$ cat src/rtl/bcrypt_pkg.sv
// bcrypt_pkg: shared definitions for the split_hash parser.
//   - parser state enum
//   - field lengths of the 60-character "$2b$NN$<salt22><hash31>" string
//   - ASCII constants used by the header/cost/separator checks and decoder
//   - bit widths of the decoded fields and their accumulators
package bcrypt_pkg;

   typedef enum logic [2:0] {
      S_IDLE, S_HDR, S_COST, S_SEP, S_SALT, S_HASH, S_DONE, S_ERR
   } state_t;

   localparam int CNT_W = 6;
   localparam int R64_W = 6;

   localparam logic [CNT_W-1:0] HDR_LEN   = 6'd4;
   localparam logic [CNT_W-1:0] COST_LEN  = 6'd2;
   localparam logic [CNT_W-1:0] SEP_LEN   = 6'd1;
   localparam logic [CNT_W-1:0] SALT_LEN  = 6'd22;
   localparam logic [CNT_W-1:0] HASH_LEN  = 6'd31;
   localparam logic [CNT_W-1:0] TOTAL_LEN = 6'd60;

   localparam int COST_W     = 5;
   localparam int SALT_W     = 128;
   localparam int CTEXT_W    = 184;
   localparam int SALT_ACC_W = 132;  // 22 chars x 6 bits
   localparam int HASH_ACC_W = 186;  // 31 chars x 6 bits

   localparam logic [7:0] CH_DOLLAR = 8'h24;
   localparam logic [7:0] CH_TWO    = 8'h32;
   localparam logic [7:0] CH_DOT    = 8'h2E;
   localparam logic [7:0] CH_SLASH  = 8'h2F;
   localparam logic [7:0] CH_ZERO   = 8'h30;
   localparam logic [7:0] CH_NINE   = 8'h39;
   localparam logic [7:0] CH_UA     = 8'h41;
   localparam logic [7:0] CH_UZ     = 8'h5A;
   localparam logic [7:0] CH_LA     = 8'h61;
   localparam logic [7:0] CH_LB     = 8'h62;
   localparam logic [7:0] CH_LY     = 8'h79;
   localparam logic [7:0] CH_LZ     = 8'h7A;

endpackage

$ cat src/rtl/split_hash_if.sv
// split_hash_if: byte-stream handshake into the hash parser.
//   in_valid : source has a byte on in_byte
//   in_byte  : ASCII character
//   in_ready : parser can take a byte this cycle
interface split_hash_if;
   logic       in_valid;
   logic [7:0] in_byte;
   logic       in_ready;

   modport master (output in_valid, output in_byte, input in_ready);
   modport slave  (input in_valid, input in_byte, output in_ready);
endinterface

$ cat src/rtl/radix64_dec.sv
// radix64_dec: combinational bcrypt radix-64 character decoder.
//   ch  : ASCII character
//   val : 6-bit value ("./A-Za-z0-9" -> 0..63)
//   vld : character belongs to the alphabet
module radix64_dec
   import bcrypt_pkg::*;
(
   input  logic [7:0]       ch,
   output logic [R64_W-1:0] val,
   output logic             vld
);

   always_comb begin
      val = '0;
      vld = 1'b0;
      if (ch == CH_DOT) begin
         vld = 1'b1;
      end else if (ch == CH_SLASH) begin
         val = 6'd1;
         vld = 1'b1;
      end else if (ch >= CH_UA && ch <= CH_UZ) begin
         val = 6'(ch - CH_UA) + 6'd2;
         vld = 1'b1;
      end else if (ch >= CH_LA && ch <= CH_LZ) begin
         val = 6'(ch - CH_LA) + 6'd28;
         vld = 1'b1;
      end else if (ch >= CH_ZERO && ch <= CH_NINE) begin
         val = 6'(ch - CH_ZERO) + 6'd54;
         vld = 1'b1;
      end
   end

endmodule

$ cat src/rtl/split_hash.sv
// split_hash: parses a 60-character bcrypt hash string into cost/salt/ctext.
//   clk, rst        : clock, asynchronous active-low reset
//   sp_en           : start pulse, honoured in IDLE/DONE/ERR
//   sif (slave)     : in_valid/in_byte/in_ready byte stream
//   cost/salt/ctext : decoded fields, nonzero only once parsing is done
//   sp_busy/done/err: status flags
// Optional macro SPLIT_HASH_TRAIL_CHECK_EN: reject nonzero discarded bits in
// the last salt character (low 4) and last hash character (low 2).
module split_hash
   import bcrypt_pkg::*;
#(
   parameter int MIN_COST = 4,
   parameter int MAX_COST = 31
) (
   input  logic               clk,
   input  logic               rst,
   input  logic               sp_en,
   split_hash_if.slave        sif,
   output logic [COST_W-1:0]  cost,
   output logic [SALT_W-1:0]  salt,
   output logic [CTEXT_W-1:0] ctext,
   output logic               sp_busy,
   output logic               sp_done,
   output logic               sp_err
);

`ifdef SPLIT_HASH_TRAIL_CHECK_EN
   localparam bit TRAIL_CHK = 1'b1;
`else
   localparam bit TRAIL_CHK = 1'b0;
`endif

   localparam logic [6:0] MIN_C = 7'(MIN_COST);
   localparam logic [6:0] MAX_C = 7'(MAX_COST);

   state_t                  state_q, state_d;
   logic [CNT_W-1:0]        cnt_q, cnt_d;
   logic [3:0]              tens_q, tens_d;
   logic [COST_W-1:0]       cost_q, cost_d;
   logic [SALT_ACC_W-1:0]   salt_q, salt_d;
   logic [HASH_ACC_W-1:0]   hash_q, hash_d;

   logic             busy, acc, hdr_ok, is_digit, cost_ok, rvld;
   logic [R64_W-1:0] rv;
   logic [6:0]       cost_val;

   radix64_dec u_dec (.ch(sif.in_byte), .val(rv), .vld(rvld));

   assign busy         = state_q inside {S_HDR, S_COST, S_SEP, S_SALT, S_HASH};
   assign sif.in_ready = busy;
   assign acc          = sif.in_valid && busy;
   assign sp_busy      = busy;
   assign sp_done      = (state_q == S_DONE);
   assign sp_err       = (state_q == S_ERR);

   // Accumulators keep partial data mid-parse; only a completed parse is shown.
   assign cost  = sp_done ? cost_q : '0;
   assign salt  = sp_done ? salt_q[SALT_ACC_W-1 -: SALT_W] : '0;
   assign ctext = sp_done ? hash_q[HASH_ACC_W-1 -: CTEXT_W] : '0;

   // ASCII digits carry their value in the low nibble.
   assign is_digit = (sif.in_byte >= CH_ZERO) && (sif.in_byte <= CH_NINE);
   assign cost_val = 7'(tens_q) * 7'd10 + 7'(sif.in_byte[3:0]);
   assign cost_ok  = (cost_val >= MIN_C) && (cost_val <= MAX_C);

   always_comb begin
      unique case (cnt_q)
         6'd0:    hdr_ok = (sif.in_byte == CH_DOLLAR);
         6'd1:    hdr_ok = (sif.in_byte == CH_TWO);
         6'd2:    hdr_ok = (sif.in_byte == CH_LA) || (sif.in_byte == CH_LB) ||
                           (sif.in_byte == CH_LY);
         6'd3:    hdr_ok = (sif.in_byte == CH_DOLLAR);
         default: hdr_ok = 1'b0;
      endcase
   end

   always_ff @(posedge clk or negedge rst) begin
      if (!rst) begin
         state_q <= S_IDLE;
         cnt_q   <= '0;
         tens_q  <= '0;
         cost_q  <= '0;
         salt_q  <= '0;
         hash_q  <= '0;
      end else begin
         state_q <= state_d;
         cnt_q   <= cnt_d;
         tens_q  <= tens_d;
         cost_q  <= cost_d;
         salt_q  <= salt_d;
         hash_q  <= hash_d;
      end
   end

   always_comb begin
      state_d = state_q;
      cnt_d   = cnt_q;
      tens_d  = tens_q;
      cost_d  = cost_q;
      salt_d  = salt_q;
      hash_d  = hash_q;
      case (state_q)
         S_IDLE, S_DONE, S_ERR: begin
            if (sp_en) begin
               state_d = S_HDR;
               cnt_d   = '0;
               tens_d  = '0;
               cost_d  = '0;
               salt_d  = '0;
               hash_d  = '0;
            end
         end
         S_HDR: if (acc) begin
            if (!hdr_ok) state_d = S_ERR;
            else if (cnt_q == HDR_LEN - 6'd1) begin
               state_d = S_COST;
               cnt_d   = '0;
            end else cnt_d = cnt_q + 6'd1;
         end
         S_COST: if (acc) begin
            if (!is_digit) state_d = S_ERR;
            else if (cnt_q == COST_LEN - 6'd1) begin
               if (!cost_ok) state_d = S_ERR;
               else begin
                  cost_d  = cost_val[COST_W-1:0];
                  state_d = S_SEP;
                  cnt_d   = '0;
               end
            end else begin
               tens_d = sif.in_byte[3:0];
               cnt_d  = cnt_q + 6'd1;
            end
         end
         S_SEP: if (acc) begin
            if (sif.in_byte != CH_DOLLAR) state_d = S_ERR;
            else if (cnt_q == SEP_LEN - 6'd1) begin
               state_d = S_SALT;
               cnt_d   = '0;
            end else cnt_d = cnt_q + 6'd1;
         end
         S_SALT: if (acc) begin
            if (!rvld) state_d = S_ERR;
            else begin
               salt_d = {salt_q[SALT_ACC_W-R64_W-1:0], rv};
               if (cnt_q == SALT_LEN - 6'd1) begin
                  if (TRAIL_CHK && (rv[3:0] != 4'd0)) state_d = S_ERR;
                  else begin
                     state_d = S_HASH;
                     cnt_d   = '0;
                  end
               end else cnt_d = cnt_q + 6'd1;
            end
         end
         S_HASH: if (acc) begin
            if (!rvld) state_d = S_ERR;
            else begin
               hash_d = {hash_q[HASH_ACC_W-R64_W-1:0], rv};
               if (cnt_q == HASH_LEN - 6'd1) begin
                  if (TRAIL_CHK && (rv[1:0] != 2'd0)) state_d = S_ERR;
                  else begin
                     state_d = S_DONE;
                     cnt_d   = '0;
                  end
               end else cnt_d = cnt_q + 6'd1;
            end
         end
         default: state_d = S_IDLE;
      endcase
   end

endmodule

$ cat src/flat_wrapper.sv
// flat-port wrapper written by rule: the top's interface ports become plain ports
module split_hash_flat import bcrypt_pkg::*;
#(
   parameter int MIN_COST = 4,
   parameter int MAX_COST = 31
)
  (clk, rst, sp_en, cost, salt, ctext, sp_busy, sp_done, sp_err, sif_in_valid, sif_in_byte, sif_in_ready);
  split_hash_if sif_i ();
  input  logic clk;
  input  logic rst;
  input  logic sp_en;
  output logic [COST_W-1:0] cost;
  output logic [SALT_W-1:0] salt;
  output logic [CTEXT_W-1:0] ctext;
  output logic sp_busy;
  output logic sp_done;
  output logic sp_err;
  input wire logic [$bits(sif_i.in_valid)-1:0] sif_in_valid;
  input wire logic [$bits(sif_i.in_byte)-1:0] sif_in_byte;
  output wire logic [$bits(sif_i.in_ready)-1:0] sif_in_ready;
  assign sif_i.in_valid = sif_in_valid;
  assign sif_i.in_byte = sif_in_byte;
  assign sif_in_ready = sif_i.in_ready;
  split_hash #(.MIN_COST(MIN_COST), .MAX_COST(MAX_COST)) u_core (.clk(clk), .rst(rst), .sp_en(sp_en), .sif(sif_i), .cost(cost), .salt(salt), .ctext(ctext), .sp_busy(sp_busy), .sp_done(sp_done), .sp_err(sp_err));
endmodule
$ cat config.mk
export PLATFORM = sky130hd
export DESIGN_NAME = split_hash_flat
export DESIGN_NICKNAME = d
export VERILOG_FILES = /design/src/rtl/bcrypt_pkg.sv /design/src/rtl/split_hash_if.sv /design/src/rtl/radix64_dec.sv /design/src/rtl/split_hash.sv /design/src/flat_wrapper.sv
export SDC_FILE = /design/constraint.sdc
export NUM_CORES = 1
export LEC_CHECK = 0
export CORE_UTILIZATION = 46
export CTS_CLUSTER_DIAMETER = 50
export DETAILED_ROUTE_END_ITERATION = 12
export PLACE_DENSITY_LB_ADDON = 0.08
export SLEW_MARGIN = 40
export SYNTH_ARGS = -nofsm -noshare
export SYNTH_HDL_FRONTEND = slang
export SYNTH_SLANG_ARGS = --single-unit
$ cat constraint.sdc
create_clock -name clk -period 2.84 [get_ports clk]
set_input_delay 0.568 -clock clk [delete_from_list [all_inputs] [get_ports clk]]
set_output_delay 0.568 -clock clk [all_outputs]
set_load 0.05 [all_outputs]
==> flow_summary.toml <==
[outcome]
outcome = "finished, final reports clean"

[synthesis]
synth.avg_cell_area_um2 = 11.66
synth_cell_types = 66
synth_top_family_by_area = "compound AO/OA/AOI/OAI gates"
ys_warn_count = 0
synthArstFlopShare = 1.000
synth_seq_area_share = 0.5496
synthCells = 1312
synth_fa_ha_area_frac = 0.01816
synthFlopType = "dfrtp_1"
synthMuxAreaShare = 0.002126
syn_area_um2 = 15300
synth_nets = 1345
synth_simple_gate_area_share = 0.1665
synth_compound_area_frac = 0.2252
synth_seq_cells = 336
synth-xor-area-share = 0.003435
synth_edf_count = 0

[timing]
fin_ws_ps = 64.13
setup_viol = 0
tightestPinTransition_ps = 591.5
max_slew_margin = 0.6026
period_share = 0.9774
drv_slew = 0
hold_viol_final = 0
fin_crit_ps = 2776
holdWs_ps = 494.6
skew_ps = 10.08
rsz0062_at_grt = "true"
fmax_mhz = 360.2
tns_ps = 0

[critical_path]
cp-end-kind = "flip-flop"
r2r_start = "u_core.tens_q[1]"
crit_slowest_cell = "fa_2"
start_kind = "flip-flop"
r2r_cells = 9
max_stage_delay_ps = 430
reg2reg_slack_ps = 60
cp_num_cells = 9
crit_path_cell_trace = "ha_1, ha_2, fa_2, xnor2_4, nand4bb_1, o2bb2a_4, and2_4, a211oi_4, mux2_4"
crit_type = "flip-flop to flip-flop"
critPathArrivalTime_ps = 3180
cp_top_family = "adder cells"
crit_path_start = "u_core.tens_q[1]"
rr_endpoint = "u_core.cnt_q[0]"
timing.critical_path.buf_inv = 0
crit_fanout = 4
worstPathRequired_ps = 3250
crit_end = "u_core.cnt_q[0]"

[finish]
drive_gt1_frac = 0.3063
fin_util = 0.7446
n_fill_cell = 2083
area_delta_synth_final_pct = 58.77
nets = 1703

[drt]
wl_per_cell_um = 20.25
firstDrtPassIters = 5
route.detailed.drc = 0
wl_um = 43420
antenna_left = 0
drtIter0Drc = 867
num_vias = 12070
via_per_inst = 5.631

[pwr]
ir_drop_mv = 0.6132
swShare = 0.3007
power.switching_mw = 3.746
p_per_area_nw_per_um2 = 512.9
seqPwrFrac = 0.399
internal_power_mw = 8.712
p_leak_nw = 11.10
p_clk_frac = 0.404
pwr-share-comb = 0.198

[floorplanning]
dieWidth_um = 184.4
io_pins = 333
dieArea_um2 = 33990
die_h_um = 184.4
row_count = 66
initial_core_util = 0.4690
coreArea_um2 = 32620

[cts]
cts.clk_slew.worst_paths_ps = 60
cts_tree = "yes"
cts-root-buf = "clkbuf_16"
clock_sinks = 336
cts_made_buffers = 39
cts_max_level = 2
clkLatencyLatePin_ps = 520
cts_max_path_buffers = 3

[global_route]
antenna_found_initial = 0
grt-ovfl-total = 0
gr-usage-met2 = 0.4045
grt_use_met1 = 0.3465
busiest_layer = "met2"
gr-usage-met3 = 0.05434
grt_pass1_wl_um = 68080
grt_max_degree = 164
grt_pass1_vias = 12030
grt_usage = 0.2540

[flow_run]
maxCapViolations = 0

[hold_path]
worstHoldPathType = "flip-flop to flip-flop"

[placed_design]
post-place-ws_ps = -773.8
portBuffers = 332
place_congestion = 0.8934
place_hpwl_um = 29810
==> worst reg2reg max path, delay by kind of cell (launching register included) <==
kind / cells / cell delay [ps]
and+or+nand+nor: 2 / 320
muxes: 1 / 320
adders and majority gates: 3 / 900
AOI/OAI and AO/OA: 2 / 510
DFF: 1 / 390
xor gates and xnor gates: 1 / 220
==> power by group through the flow <==
stage          Sequential (mW)  Combinational, mW  Clock (mW)
2_1_floorplan             4.99               1.54           0
4_1_cts                   4.96               2.36        5.13
5_1_grt                   4.98               2.68        5.34
3_3_place_gp              5.04               2.30           0
6_report                  4.97               2.46        5.03
3_5_place_dp              5.05               2.32           0
==> metrics by stage <==
| step | total power, mW | std cells | cell area (µm²) |
|---|---|---|---|
| after floorplan | 6.533 | 1312 | 15320 |
| after detailed placement | 7.373 | 2066 | 22740 |
| after global routing | 12.99 | 2143 | 24290 |
| final | 12.46 | 2144 | 24290 |
| after global placement | 7.342 | 2066 | 22740 |
| after CTS | 12.45 | 2139 | 24080 |
==> synthesized netlist by cell type, types with 2 or more instances <==
master     instances  area (µm²)
a211oi_1           2       15.01
a21o_1             5       37.54
a21oi_1           14       70.07
a221o_1            2       20.02
a221oi_1           3       26.28
a22o_1           329        2882
a31oi_1            3       18.77
and2_1           321        2008
and3_1             6       37.54
and3b_1            3       26.28
buf_1              7       26.28
buf_2             40       200.2
clkbuf_1          65       244.0
dfrtp_1          336        8408
fa_1               2       40.04
ha_1              19       237.7
inv_1             15       56.30
mux2_2             2       22.52
nand2_1           16       60.06
nand2b_1           6       37.54
nand3_1           10       50.05
nand4bb_1          2       22.52
nor2_1            17       63.81
nor2b_1            8       50.05
nor3_1             8       40.04
nor3b_1            5       37.54
nor4_1             2       12.51
nor4bb_1           2       20.02
o2111ai_1          3       26.28
o211a_1            2       20.02
o21ai_0           12       60.06
o221ai_1           2       17.52
o32ai_1            2       17.52
or2_2              2       12.51
or3_1              4       25.02
xnor2_1            4       35.03
xor2_1             2       17.52
==> repair_timing <==
item	in CTS	in global routing
endpoints found under the hold margin	5	0
hold buffers	1	0
endpoints found under the setup margin	13	625
buffers inserted	0	3
pin swaps	2	13
gates cloned	0	1
resized for setup	7	35
==> flip-flops by register name (all words and copies together), names as in the netlist <==
register,count
u_core.hash_q,186
u_core.cost_q,5
u_core.tens_q,4
u_core.state_q,3
u_core.cnt_q,6
u_core.salt_q,132
==> how the worst min path moves through the flow <==
stage | start | end | cells after the start
after floorplan | rst | u_core.cnt_q[0] | 0
after global placement | u_core.salt_q[127] | u_core.salt_q[127] | 1
after detailed placement | u_core.hash_q[184] | u_core.hash_q[184] | 1
after CTS | u_core.hash_q[180] | u_core.hash_q[180] | 1
after global routing | u_core.salt_q[129] | u_core.salt_q[129] | 1
final | u_core.hash_q[180] | u_core.hash_q[180] | 1
==> per-layer routing <==
metal / part of all wire / vias to the layer above
li1: - / 5486
met1: 0.42 / 6145
met2: 0.48 / 376
met3: 0.071 / 65
met4: 0.028 / 0
met5: 0 / -
==> area by class of cell <==
class,count,area (µm²),area share
repair buffers,430,7411,0.3051
multi-input cells,848,6560,0.2701
clock inverters,16,186.4,0.007675
flip-flops and latches,336,8409,0.3462
diodes,1,2.502,0.0001030
clock buffers,56,1111,0.04574
well taps,442,553.0,0.02277
inverters,15,56.30,0.002318
==> cells by family after synthesis <==
group                    after synthesis
AO/OA/AOI/OAI                        401
XOR/XNOR                               6
buffers and inverters                128
adder cells (fa/ha/maj)               21
multiplexers                           3
flip-flops                           336
AND/OR/NAND/NOR                      417
==> placed cells by master, fill, tap and decap left out, drive strengths merged, types with 12 or more instances in the layout <==
cell    netlist  routed
a21oi        15      15
nand2        16      16
clkbuf       65      59
dfrtp       336     336
o21ai        12      12
a22o        329     329
nor2         17      17
buf          48     415
ha           19      19
inv          15      18
and2        321     321
(Power assumes the default switching activity.)
